<file path="src/rtl/lzx_161_ctrl_pkg.sv">
// Shared types for the 74HC161 sequencing controller: FSM state encoding and run-mode constants.
// Pure declarations; no latency or backpressure of its own.
package lzx_161_ctrl_pkg;

    typedef enum logic [1:0] {
        IDLE = 2'd0,
        LOAD = 2'd1,
        RUN  = 2'd2,
        DONE = 2'd3
    } state_t;

    localparam logic MODE_ONESHOT = 1'b0;
    localparam logic MODE_AUTO    = 1'b1;

endpackage

</file>
<file path="src/rtl/lzx_161_seq_ctrl_if.sv">
// Control/status and counter-side bus of the 161 sequencing controller.
// master = controller side, slave = requester plus counter side; no backpressure on any signal.
interface lzx_161_seq_ctrl_if #(
    parameter int W    = 4,
    parameter int RC_W = 8
);
    logic            start;
    logic            stop;
    logic            mode;
    logic [W-1:0]    preset;
    logic            tc_in;
    logic            pe_n;
    logic            cep_n;
    logic            cet_n;
    logic [W-1:0]    d;
    logic            busy;
    logic            done;
    logic [RC_W-1:0] reload_cnt;

    modport master (
        input  start, stop, mode, preset, tc_in,
        output pe_n, cep_n, cet_n, d, busy, done, reload_cnt
    );

    modport slave (
        output start, stop, mode, preset, tc_in,
        input  pe_n, cep_n, cet_n, d, busy, done, reload_cnt
    );
endinterface

</file>
<file path="src/rtl/lzx_161_seq_ctrl.sv">
// Turns a start pulse into a load-then-count run of a 74HC161, one-shot or auto-reload (modulo-N).
// Reacts to TC on the same edge the counter would wrap (Mealy pe_n/cep_n); no backpressure.
module lzx_161_seq_ctrl
    import lzx_161_ctrl_pkg::*;
#(
    parameter int W    = 4,
    parameter int RC_W = 8
) (
    input  logic               CP,
    input  logic               MR,
    lzx_161_seq_ctrl_if.master bus
);

    state_t          state_q;
    state_t          state_nxt;
    logic [W-1:0]    d_q;
    logic            mode_q;
    logic [RC_W-1:0] rc_q;

    logic            pe_n_c;
    logic            cep_n_c;
    logic            cet_n_c;
    logic            accept;
    logic            rc_inc;

    // cet_n depends on state only, which keeps TC -> pe_n/cep_n free of loops.
    always_comb begin
        state_nxt = state_q;
        pe_n_c    = 1'b1;
        cep_n_c   = 1'b1;
        cet_n_c   = 1'b1;
        accept    = 1'b0;
        rc_inc    = 1'b0;
        case (state_q)
            IDLE: begin
                if (bus.start) begin
                    accept    = 1'b1;
                    state_nxt = LOAD;
                end
            end
            LOAD: begin
                pe_n_c    = 1'b0;
                state_nxt = bus.stop ? IDLE : RUN;
            end
            RUN: begin
                cet_n_c = 1'b0;
                cep_n_c = 1'b0;
                if (bus.stop) begin
                    cep_n_c   = 1'b1;
                    state_nxt = IDLE;
                end else if (bus.tc_in) begin
                    if (mode_q == MODE_AUTO) begin
                        // Reload instead of wrapping to zero.
                        pe_n_c = 1'b0;
                        rc_inc = 1'b1;
                    end else begin
                        cep_n_c   = 1'b1;
                        state_nxt = DONE;
                    end
                end
            end
            DONE: begin
                state_nxt = IDLE;
            end
            default: begin
                state_nxt = IDLE;
            end
        endcase
    end

    always_ff @(posedge CP) begin
        if (MR) begin
            state_q <= IDLE;
            d_q     <= '0;
            mode_q  <= MODE_ONESHOT;
            rc_q    <= '0;
        end else begin
            state_q <= state_nxt;
            if (accept) begin
                d_q    <= bus.preset;
                mode_q <= bus.mode;
                rc_q   <= '0;
            end else if (rc_inc && (rc_q != {RC_W{1'b1}})) begin
                rc_q <= rc_q + RC_W'(1);
            end
        end
    end

    assign bus.pe_n       = pe_n_c;
    assign bus.cep_n      = cep_n_c;
    assign bus.cet_n      = cet_n_c;
    assign bus.d          = d_q;
    assign bus.busy       = (state_q == LOAD) || (state_q == RUN);
    assign bus.done       = (state_q == DONE);
    assign bus.reload_cnt = rc_q;

endmodule
</file>
<file path="src/flat_wrapper.sv">
// flat-port wrapper written by rule: the top's interface ports become plain ports
module lzx_161_seq_ctrl_flat import lzx_161_ctrl_pkg::*;
#(
    parameter int W    = 4,
    parameter int RC_W = 8
)
  (CP, MR, bus_start, bus_stop, bus_mode, bus_preset, bus_tc_in, bus_pe_n, bus_cep_n, bus_cet_n, bus_d, bus_busy, bus_done, bus_reload_cnt);
  lzx_161_seq_ctrl_if #(.W(W), .RC_W(RC_W)) bus_i ();
  input  logic CP;
  input  logic MR;
  input wire logic [$bits(bus_i.start)-1:0] bus_start;
  input wire logic [$bits(bus_i.stop)-1:0] bus_stop;
  input wire logic [$bits(bus_i.mode)-1:0] bus_mode;
  input wire logic [$bits(bus_i.preset)-1:0] bus_preset;
  input wire logic [$bits(bus_i.tc_in)-1:0] bus_tc_in;
  output wire logic [$bits(bus_i.pe_n)-1:0] bus_pe_n;
  output wire logic [$bits(bus_i.cep_n)-1:0] bus_cep_n;
  output wire logic [$bits(bus_i.cet_n)-1:0] bus_cet_n;
  output wire logic [$bits(bus_i.d)-1:0] bus_d;
  output wire logic [$bits(bus_i.busy)-1:0] bus_busy;
  output wire logic [$bits(bus_i.done)-1:0] bus_done;
  output wire logic [$bits(bus_i.reload_cnt)-1:0] bus_reload_cnt;
  assign bus_i.start = bus_start;
  assign bus_i.stop = bus_stop;
  assign bus_i.mode = bus_mode;
  assign bus_i.preset = bus_preset;
  assign bus_i.tc_in = bus_tc_in;
  assign bus_pe_n = bus_i.pe_n;
  assign bus_cep_n = bus_i.cep_n;
  assign bus_cet_n = bus_i.cet_n;
  assign bus_d = bus_i.d;
  assign bus_busy = bus_i.busy;
  assign bus_done = bus_i.done;
  assign bus_reload_cnt = bus_i.reload_cnt;
  lzx_161_seq_ctrl #(.W(W), .RC_W(RC_W)) u_core (.CP(CP), .MR(MR), .bus(bus_i));
endmodule
</file>
<file path="config.mk">
export PLATFORM = sky130hd
export DESIGN_NAME = lzx_161_seq_ctrl_flat
export DESIGN_NICKNAME = d
export VERILOG_FILES = /design/src/rtl/lzx_161_ctrl_pkg.sv /design/src/rtl/lzx_161_seq_ctrl_if.sv /design/src/rtl/lzx_161_seq_ctrl.sv /design/src/flat_wrapper.sv
export SDC_FILE = /design/constraint.sdc
export NUM_CORES = 1
export LEC_CHECK = 0
export ABC_CLOCK_PERIOD_IN_PS = 1600
export BUFFER_PORTS_ARGS = -buffer_cell sky130_fd_sc_hd__buf_2
export CORE_AREA = 2 2 44 46
export DETAILED_ROUTE_END_ITERATION = 8
export DIE_AREA = 0 0 46 48
export HOLD_SLACK_MARGIN = 0.05
export PLACE_DENSITY = 0.84
export SYNTH_ARGS = -nofsm -noshare
export SYNTH_HDL_FRONTEND = slang
export SYNTH_SLANG_ARGS = --single-unit
</file>
<file path="constraint.sdc">
create_clock -name CP -period 1.6 [get_ports CP]
set_input_delay 0.48 -clock CP [delete_from_list [all_inputs] [get_ports CP]]
set_output_delay 0.48 -clock CP [all_outputs]
set_load 0.005 [all_outputs]
</file>
==> results of run 1 <==
[worst max-delay path: stages, from the launching register on]
cell                      delay (ns)
sky130_fd_sc_hd__dfxtp_2        0.34
sky130_fd_sc_hd__inv_2          0.05
sky130_fd_sc_hd__ha_4           0.16
sky130_fd_sc_hd__and4b_1        0.20
sky130_fd_sc_hd__a21oi_2        0.10
sky130_fd_sc_hd__buf_2          0.12
[registers in the layout (all words and copies together), names as in the netlist]
signal                 cells
u_core.bus.reload_cnt      8
u_core.bus.d               4
u_core.mode_q              1
u_core.state_q             2
[routing by layer]
metal  wire, um  vias up  part of all wire (%)
met3         95        0                   5.4
met5          0        -                     0
met4          0        0                     0
met2        943       28                    53
li1           -      388                     -
met1        734      358                    41
[where the power goes]
part	internal, mW	total [mW]	switching, mW	leakage (nW)
logic	0.0722	0.141	0.0691	0.350
registers	0.386	0.393	0.00765	0.123
clock network	0.0926	0.217	0.125	0.0177
[path summary, 6_finish.rpt]
check,startpoint,to,slack [ns]
worst max-delay path,u_core.state_q[0]$_SDFFE_PP0P_,bus_pe_n,-0.12
worst min-delay path,bus_preset[1],u_core.bus.d[1]$_SDFFE_PP0P_,0.44
worst max register to register,u_core.state_q[0]$_SDFFE_PP0P_,u_core.bus.reload_cnt[5]$_SDFFE_PP0P_,0.05
worst min register to register,u_core.bus.d[0]$_SDFFE_PP0P_,u_core.bus.d[0]$_SDFFE_PP0P_,0.46
[cell families after synthesis]
group	after synthesis	synth area share (%)
AND/OR/NAND/NOR	41	26.1
flip-flops	15	39.1
AO/OA/AOI/OAI	14	12.2
buffers and inverters	7	4.40
adder cells (fa/ha/maj)	6	9.77
XOR/XNOR	4	4.56
multiplexers	3	3.91
[what timing repair did]
action	in CTS	in global routing
pin swaps	2	1
buffers inserted	4	2
hold endpoints to repair	0	0
endpoints found under the setup margin	3	8
resized for setup	9	6
[stage by stage]
stage | hold WS (ns) | util, % | setup slack, ns | instance area, um^2
floorplan | 0.440 | - | 0.0171 | 768
global placement | 0.442 | 56.0 | 0.0386 | 946
detailed placement | 0.447 | 56.0 | 0.00246 | 946
CTS | 0.433 | 61.6 | -0.113 | 1040
global route | 0.440 | 63.6 | -0.168 | 1070
finish | 0.438 | 63.6 | -0.123 | 1070
[cell type report]
| class | count | area [um^2] | share of cell area (%) |
|---|---|---|---|
| Multi-Input combinational cell | 68 | 485 | 45.2 |
| Sequential cell | 15 | 305 | 28.4 |
| Timing Repair Buffer | 37 | 219 | 20.4 |
| Clock buffer | 3 | 22.5 | 2.10 |
| Tap cell | 17 | 21.3 | 1.98 |
| Inverter | 4 | 15.0 | 1.40 |
| Clock inverter | 1 | 5.00 | 0.466 |
[cell usage in the layout, fill, tap and decap left out, types with 3 or more instances in the layout]
cell type,count
sky130_fd_sc_hd__nand2_1,10
sky130_fd_sc_hd__buf_4,11
sky130_fd_sc_hd__ha_1,3
sky130_fd_sc_hd__nand3_1,5
sky130_fd_sc_hd__inv_1,3
sky130_fd_sc_hd__clkbuf_4,3
sky130_fd_sc_hd__mux2i_1,3
sky130_fd_sc_hd__xor2_1,4
sky130_fd_sc_hd__dfxtp_1,13
sky130_fd_sc_hd__nor2_1,9
sky130_fd_sc_hd__nand4_1,3
sky130_fd_sc_hd__and3_1,3
sky130_fd_sc_hd__nor3_1,4
sky130_fd_sc_hd__buf_2,25
sky130_fd_sc_hd__a21oi_1,6
==> run_summary.xml, run 1 <==
<?xml version="1.0" encoding="UTF-8"?>
<metrics>
  <group name="run_status">
    <metric name="outcome" unit="">finished, violations left</metric>
    <metric name="failed_checks" unit="">setup timing</metric>
  </group>
  <group name="layout">
    <metric name="final_nets" unit="">145</metric>
    <metric name="syn_to_final_growth" unit="%">39.7</metric>
    <metric name="layout.filler_cells" unit="">148</metric>
    <metric name="post_layout_nonfiller_instances" unit="">145</metric>
    <metric name="drive_above_1_share" unit="%">41.4</metric>
    <metric name="antenna_cells_inserted" unit="">0</metric>
  </group>
  <group name="floorplan">
    <metric name="fp.dieW" unit="um">46</metric>
    <metric name="ioPinCount" unit="">27</metric>
    <metric name="die_area" unit="mm^2">0.00221</metric>
    <metric name="core_region_area" unit="mm^2">0.00169</metric>
    <metric name="fp.dieH" unit="um">48</metric>
    <metric name="starting_density_of_the_core" unit="%">45.5</metric>
    <metric name="std_cell_rows" unit="">15</metric>
  </group>
  <group name="sta">
    <metric name="relSlewSlack" unit="%">80.6</metric>
    <metric name="max_freq" unit="MHz">580</metric>
    <metric name="setup_ws" unit="ns">-0.123</metric>
    <metric name="finalHoldViolations" unit="">0</metric>
    <metric name="worst_slew_pin_slew" unit="ns">0.290</metric>
    <metric name="setup-violations-final" unit="">3</metric>
    <metric name="final.setup.tns" unit="ns">-0.174</metric>
    <metric name="final_min_period_over_clock_period" unit="%">108</metric>
    <metric name="time_the_worst_path_needs_with_i_o_delays_and_setup" unit="ns">1.72</metric>
    <metric name="grt_setup_unrepaired" unit="">true</metric>
    <metric name="slew_viol_final" unit="">0</metric>
    <metric name="finalClockSkew" unit="ns">0.00109</metric>
  </group>
  <group name="clock_network">
    <metric name="cts_tree" unit="">built</metric>
    <metric name="clk_transition_reported_paths" unit="ns">0.09</metric>
    <metric name="number_of_buffers_inserted_during_clock_tree_synthesis" unit="">3</metric>
    <metric name="clock_tree.htree_level_count" unit="">1</metric>
    <metric name="cts_hold_buf" unit="">0</metric>
    <metric name="clock_tree_root_driver_cell" unit="">sky130_fd_sc_hd__clkbuf_4</metric>
    <metric name="clock_latency" unit="ns">0.28</metric>
    <metric name="clock_sink_count" unit="">15</metric>
    <metric name="max-clock-path-buffers" unit="">2</metric>
  </group>
  <group name="setup_path">
    <metric name="critical_path_peak_fanout" unit="">4</metric>
    <metric name="critPathRequiredTime" unit="ns">1.12</metric>
    <metric name="crit_arrival" unit="ns">1.24</metric>
    <metric name="timing.critical_path.from_type" unit="">flop</metric>
    <metric name="critPathCaptureType" unit="">output port</metric>
    <metric name="setup.worst_path.class" unit="">flop to output port</metric>
    <metric name="worstRegToRegCells" unit="">7</metric>
  </group>
  <group name="flow_run">
    <metric name="max-cap-violations" unit="">0</metric>
  </group>
  <group name="worst_hold_path">
    <metric name="hold-path-cell-count" unit="">3</metric>
    <metric name="holdCritPathClass" unit="">primary input to flop</metric>
  </group>
  <group name="synthesis">
    <metric name="synth_ff_type" unit="">sky130_fd_sc_hd__dfxtp_1</metric>
    <metric name="post_synth_main_area_contributors" unit="">sky130_fd_sc_hd__dfxtp_1 39%, sky130_fd_sc_hd__ha_1 9.8%, sky130_fd_sc_hd__a21oi_1 5.2%, sky130_fd_sc_hd__nand2_1 4.9%, sky130_fd_sc_hd__xor2_1 4.6%</metric>
    <metric name="syn-mean-instance-area" unit="um^2">8.54</metric>
    <metric name="synthCells" unit="">90</metric>
    <metric name="netlist.top_cell.by_area" unit="">sky130_fd_sc_hd__dfxtp_1</metric>
    <metric name="netlist_top_cells_count" unit="">15 x sky130_fd_sc_hd__dfxtp_1, 10 x sky130_fd_sc_hd__nand2_1, 9 x sky130_fd_sc_hd__nor2_1, 8 x sky130_fd_sc_hd__a21oi_1</metric>
    <metric name="syn_nets" unit="">106</metric>
    <metric name="synth.cell_area" unit="um^2">768</metric>
    <metric name="synthDominantCellAreaShare" unit="%">39.1</metric>
    <metric name="synthMostInstantiatedCell" unit="">sky130_fd_sc_hd__dfxtp_1</metric>
    <metric name="postSynth.asyncResetShare" unit="%">0</metric>
    <metric name="synthesis.yosys.warnings" unit="">0</metric>
    <metric name="ys_seq_elements" unit="">15</metric>
    <metric name="synth.distinct_cells" unit="">23</metric>
    <metric name="number_of_flops_mapped_to_enable_cells_by_yosys" unit="">0</metric>
    <metric name="yosysSeqAreaShare" unit="%">39.1</metric>
  </group>
  <group name="pwr">
    <metric name="power.density_cell_area" unit="mW/mm^2">700</metric>
    <metric name="post-layout-total-power" unit="uW">752</metric>
    <metric name="max-vdd-ir-drop" unit="mV">0.416</metric>
    <metric name="power.leakage" unit="nW">0.491</metric>
  </group>
  <group name="global_route">
    <metric name="antenna_violations_before_repair" unit="">0</metric>
    <metric name="gr-usage-all-layers" unit="%">17.5</metric>
    <metric name="grt_max_degree" unit="">10</metric>
    <metric name="grt_first_pass_wirelength" unit="um">2740</metric>
    <metric name="first_global_vias" unit="">694</metric>
    <metric name="busiest_layer" unit="">met2</metric>
    <metric name="groute.layer.met3.usage" unit="%">3.77</metric>
    <metric name="grt_remaining_overflow" unit="">0</metric>
    <metric name="grtUsageMet1" unit="%">17.9</metric>
    <metric name="gr-usage-met2" unit="%">33.9</metric>
  </group>
  <group name="placed_design">
    <metric name="hpwlAfterDp" unit="um">1310</metric>
    <metric name="place.gp.congestion" unit="">0.791</metric>
    <metric name="dpl.cell_count" unit="">136</metric>
    <metric name="port_buffers" unit="">26</metric>
  </group>
  <group name="detailed_routing">
    <metric name="dr_total_vias" unit="">774</metric>
    <metric name="detailedRoute.firstIterationViolations" unit="">8</metric>
    <metric name="per_cell_via_count_in_the_routed_design" unit="">5.34</metric>
    <metric name="wl_per_cell" unit="um">12.2</metric>
    <metric name="drcViolationCount" unit="">0</metric>
    <metric name="routed_wl" unit="um">1770</metric>
    <metric name="drt_pre_antenna_iters" unit="">4</metric>
    <metric name="antenna_left" unit="">0</metric>
  </group>
</metrics>
Note: power is estimated with default switching activity, not from simulation.
==> run 2: changes to the inputs <==
--- a/config.mk
+++ b/config.mk
@@ -8,8 +8,10 @@
 export ABC_CLOCK_PERIOD_IN_PS = 1600
 export BUFFER_PORTS_ARGS = -buffer_cell sky130_fd_sc_hd__buf_2
 export CORE_AREA = 2 2 44 46
+export CTS_BUF_LIST = sky130_fd_sc_hd__clkbuf_16
 export DETAILED_ROUTE_END_ITERATION = 8
 export DIE_AREA = 0 0 46 48
+export GPL_TIMING_DRIVEN = 0
 export HOLD_SLACK_MARGIN = 0.05
 export PLACE_DENSITY = 0.84
 export SYNTH_ARGS = -nofsm -noshare
==> run_summary.xml, run 2 (same netlist as run 1, synthesis figures left out) <==
<?xml version="1.0" encoding="UTF-8"?>
<metrics>
  <group name="run_status">
    <metric name="outcome" unit="">finished, violations left</metric>
    <metric name="failed_checks" unit="">setup timing</metric>
  </group>
  <group name="clock_network">
    <metric name="clock_latency" unit="ns">0.24</metric>
    <metric name="number_of_buffers_inserted_during_clock_tree_synthesis" unit="">3</metric>
    <metric name="max-clock-path-buffers" unit="">2</metric>
    <metric name="clk_transition_reported_paths" unit="ns">0.05</metric>
    <metric name="clock_tree.htree_level_count" unit="">1</metric>
    <metric name="clock_tree_root_driver_cell" unit="">sky130_fd_sc_hd__clkbuf_16</metric>
    <metric name="clock_sink_count" unit="">15</metric>
    <metric name="cts_hold_buf" unit="">0</metric>
    <metric name="cts_tree" unit="">built</metric>
  </group>
  <group name="layout">
    <metric name="syn_to_final_growth" unit="%">39.1</metric>
    <metric name="max_reg_flops" unit="">8</metric>
    <metric name="drive_above_1_share" unit="%">36.6</metric>
    <metric name="antenna_cells_inserted" unit="">0</metric>
    <metric name="final_cell_mix" unit="">25 x sky130_fd_sc_hd__buf_2, 13 x sky130_fd_sc_hd__dfxtp_1, 10 x sky130_fd_sc_hd__nand2_1</metric>
    <metric name="final_nets" unit="">140</metric>
    <metric name="final_common_cell" unit="">sky130_fd_sc_hd__buf_2</metric>
    <metric name="post_layout_nonfiller_instances" unit="">140</metric>
  </group>
  <group name="detailed_routing">
    <metric name="antenna_left" unit="">0</metric>
    <metric name="wl_per_cell" unit="um">11.8</metric>
    <metric name="per_cell_via_count_in_the_routed_design" unit="">5.28</metric>
    <metric name="drcViolationCount" unit="">0</metric>
    <metric name="dr_total_vias" unit="">739</metric>
    <metric name="detailedRoute.firstIterationViolations" unit="">16</metric>
    <metric name="routed_wl" unit="um">1650</metric>
    <metric name="drt_pre_antenna_iters" unit="">4</metric>
  </group>
  <group name="placed_design">
    <metric name="port_buffers" unit="">25</metric>
    <metric name="dpl.cell_count" unit="">132</metric>
    <metric name="dpl_worst_slack" unit="ns">-0.161</metric>
    <metric name="hpwlAfterDp" unit="um">1170</metric>
    <metric name="place.gp.congestion" unit="">0.809</metric>
  </group>
  <group name="worst_hold_path">
    <metric name="holdCritPathClass" unit="">flop to flop</metric>
    <metric name="worst_hold_startpoint" unit="">u_core.bus.d[3]$_SDFFE_PP0P_</metric>
  </group>
  <group name="sta">
    <metric name="setup-violations-final" unit="">2</metric>
    <metric name="max_freq" unit="MHz">590</metric>
    <metric name="final_min_period_over_clock_period" unit="%">106</metric>
    <metric name="time_the_worst_path_needs_with_i_o_delays_and_setup" unit="ns">1.70</metric>
    <metric name="finalHoldViolations" unit="">0</metric>
    <metric name="relSlewSlack" unit="%">76.9</metric>
    <metric name="slew_viol_final" unit="">0</metric>
    <metric name="final.setup.tns" unit="ns">-0.171</metric>
    <metric name="setup_ws" unit="ns">-0.0958</metric>
    <metric name="worst_slew_pin_slew" unit="ns">0.346</metric>
    <metric name="grt_setup_unrepaired" unit="">true</metric>
    <metric name="finalClockSkew" unit="ns">0.00263</metric>
  </group>
  <group name="floorplan">
    <metric name="fp.dieW" unit="um">46</metric>
    <metric name="die_area" unit="mm^2">0.00221</metric>
    <metric name="ioPinCount" unit="">27</metric>
    <metric name="fp.dieH" unit="um">48</metric>
    <metric name="starting_density_of_the_core" unit="%">45.5</metric>
    <metric name="std_cell_rows" unit="">15</metric>
    <metric name="core_region_area" unit="mm^2">0.00169</metric>
  </group>
  <group name="pwr">
    <metric name="power.density_cell_area" unit="mW/mm^2">936</metric>
    <metric name="max-vdd-ir-drop" unit="mV">0.573</metric>
    <metric name="power.leakage" unit="nW">0.483</metric>
    <metric name="post-layout-total-power" unit="uW">1000</metric>
  </group>
  <group name="setup_path">
    <metric name="crit_arrival" unit="ns">1.22</metric>
    <metric name="worst-r2r-setup-slack" unit="ns">0.07</metric>
    <metric name="timing.critical_path.from_type" unit="">flop</metric>
    <metric name="critPathCaptureType" unit="">output port</metric>
    <metric name="critPathRequiredTime" unit="ns">1.12</metric>
    <metric name="cp-startpoint" unit="">u_core.state_q[0]$_SDFFE_PP0P_</metric>
    <metric name="setup.worst_path.class" unit="">flop to output port</metric>
    <metric name="critical_path_peak_fanout" unit="">3</metric>
    <metric name="timing.rr.start" unit="">u_core.state_q[0]$_SDFFE_PP0P_</metric>
  </group>
  <group name="global_route">
    <metric name="grt_max_degree" unit="">10</metric>
    <metric name="antenna_violations_before_repair" unit="">0</metric>
    <metric name="gr-usage-all-layers" unit="%">17.6</metric>
    <metric name="first_global_vias" unit="">689</metric>
    <metric name="grt_remaining_overflow" unit="">0</metric>
    <metric name="grt_first_pass_wirelength" unit="um">2790</metric>
  </group>
  <group name="flow_run">
    <metric name="max-cap-violations" unit="">0</metric>
  </group>
</metrics>
[run 2: final cells by class]
cell class / instances / area [um^2]
sequential: 15 / 303
tap: 17 / 21.3
buffer: 2 / 7.51
inverter: 4 / 15.0
fill: 146 / 621
clock inverter: 1 / 5.00
timing repair buffer: 30 / 163
clock buffer: 3 / 75.1
multi-input combinational: 68 / 479
[run 2: power by group]
part	switching, mW	internal [mW]	total [mW]
Clock	0.147	0.333	0.480
Sequential	0.00876	0.388	0.397
Combinational	0.0631	0.0596	0.123
[run 2: path summary, 6_finish.rpt]
kind / end / cells after the start
setup reg to reg: u_core.bus.reload_cnt[5]$_SDFFE_PP0P_ / 7
setup / recovery: bus_cep_n / 6
hold reg to reg: u_core.bus.d[3]$_SDFFE_PP0P_ / 2
hold / removal: u_core.bus.d[3]$_SDFFE_PP0P_ / 2
[run 2: metal layers]
| layer | global-route usage [%] | up-vias | part of all wire (%) |
|---|---|---|---|
| li1 | - | 377 | - |
| met1 | 21.0 | 340 | 43 |
| met2 | 30.0 | 22 | 52 |
| met3 | 3.40 | 0 | 5.6 |
| met4 | 8.57 | 0 | 0 |
| met5 | 0 | - | 0 |
[run 2: what timing repair did]
action / 4_1_cts / 5_1_grt
buffers inserted: 4 / 2
pin swaps: 2 / 1
hold endpoints to repair: 0 / 0
setup endpoints to repair: 5 / 8
gates resized for setup: 8 / 4
[run 2: metrics by stage]
stage,area (um^2),hold WS [ns],util [%]
6_report,1070,0.454,63.3
5_1_grt,1070,0.475,63.3
4_1_cts,1060,0.455,62.7
3_5_place_dp,915,0.448,54.1
3_3_place_gp,915,0.442,54.1
2_1_floorplan,768,0.440,-
[run 2: critical path, stage by stage, from the launching register on]
cell	delay [ns]
sky130_fd_sc_hd__dfxtp_2	0.33
sky130_fd_sc_hd__inv_2	0.07
sky130_fd_sc_hd__ha_4	0.14
sky130_fd_sc_hd__buf_4	0.10
sky130_fd_sc_hd__nor2b_4	0.15
sky130_fd_sc_hd__nand2_1	0.07
sky130_fd_sc_hd__buf_2	0.12
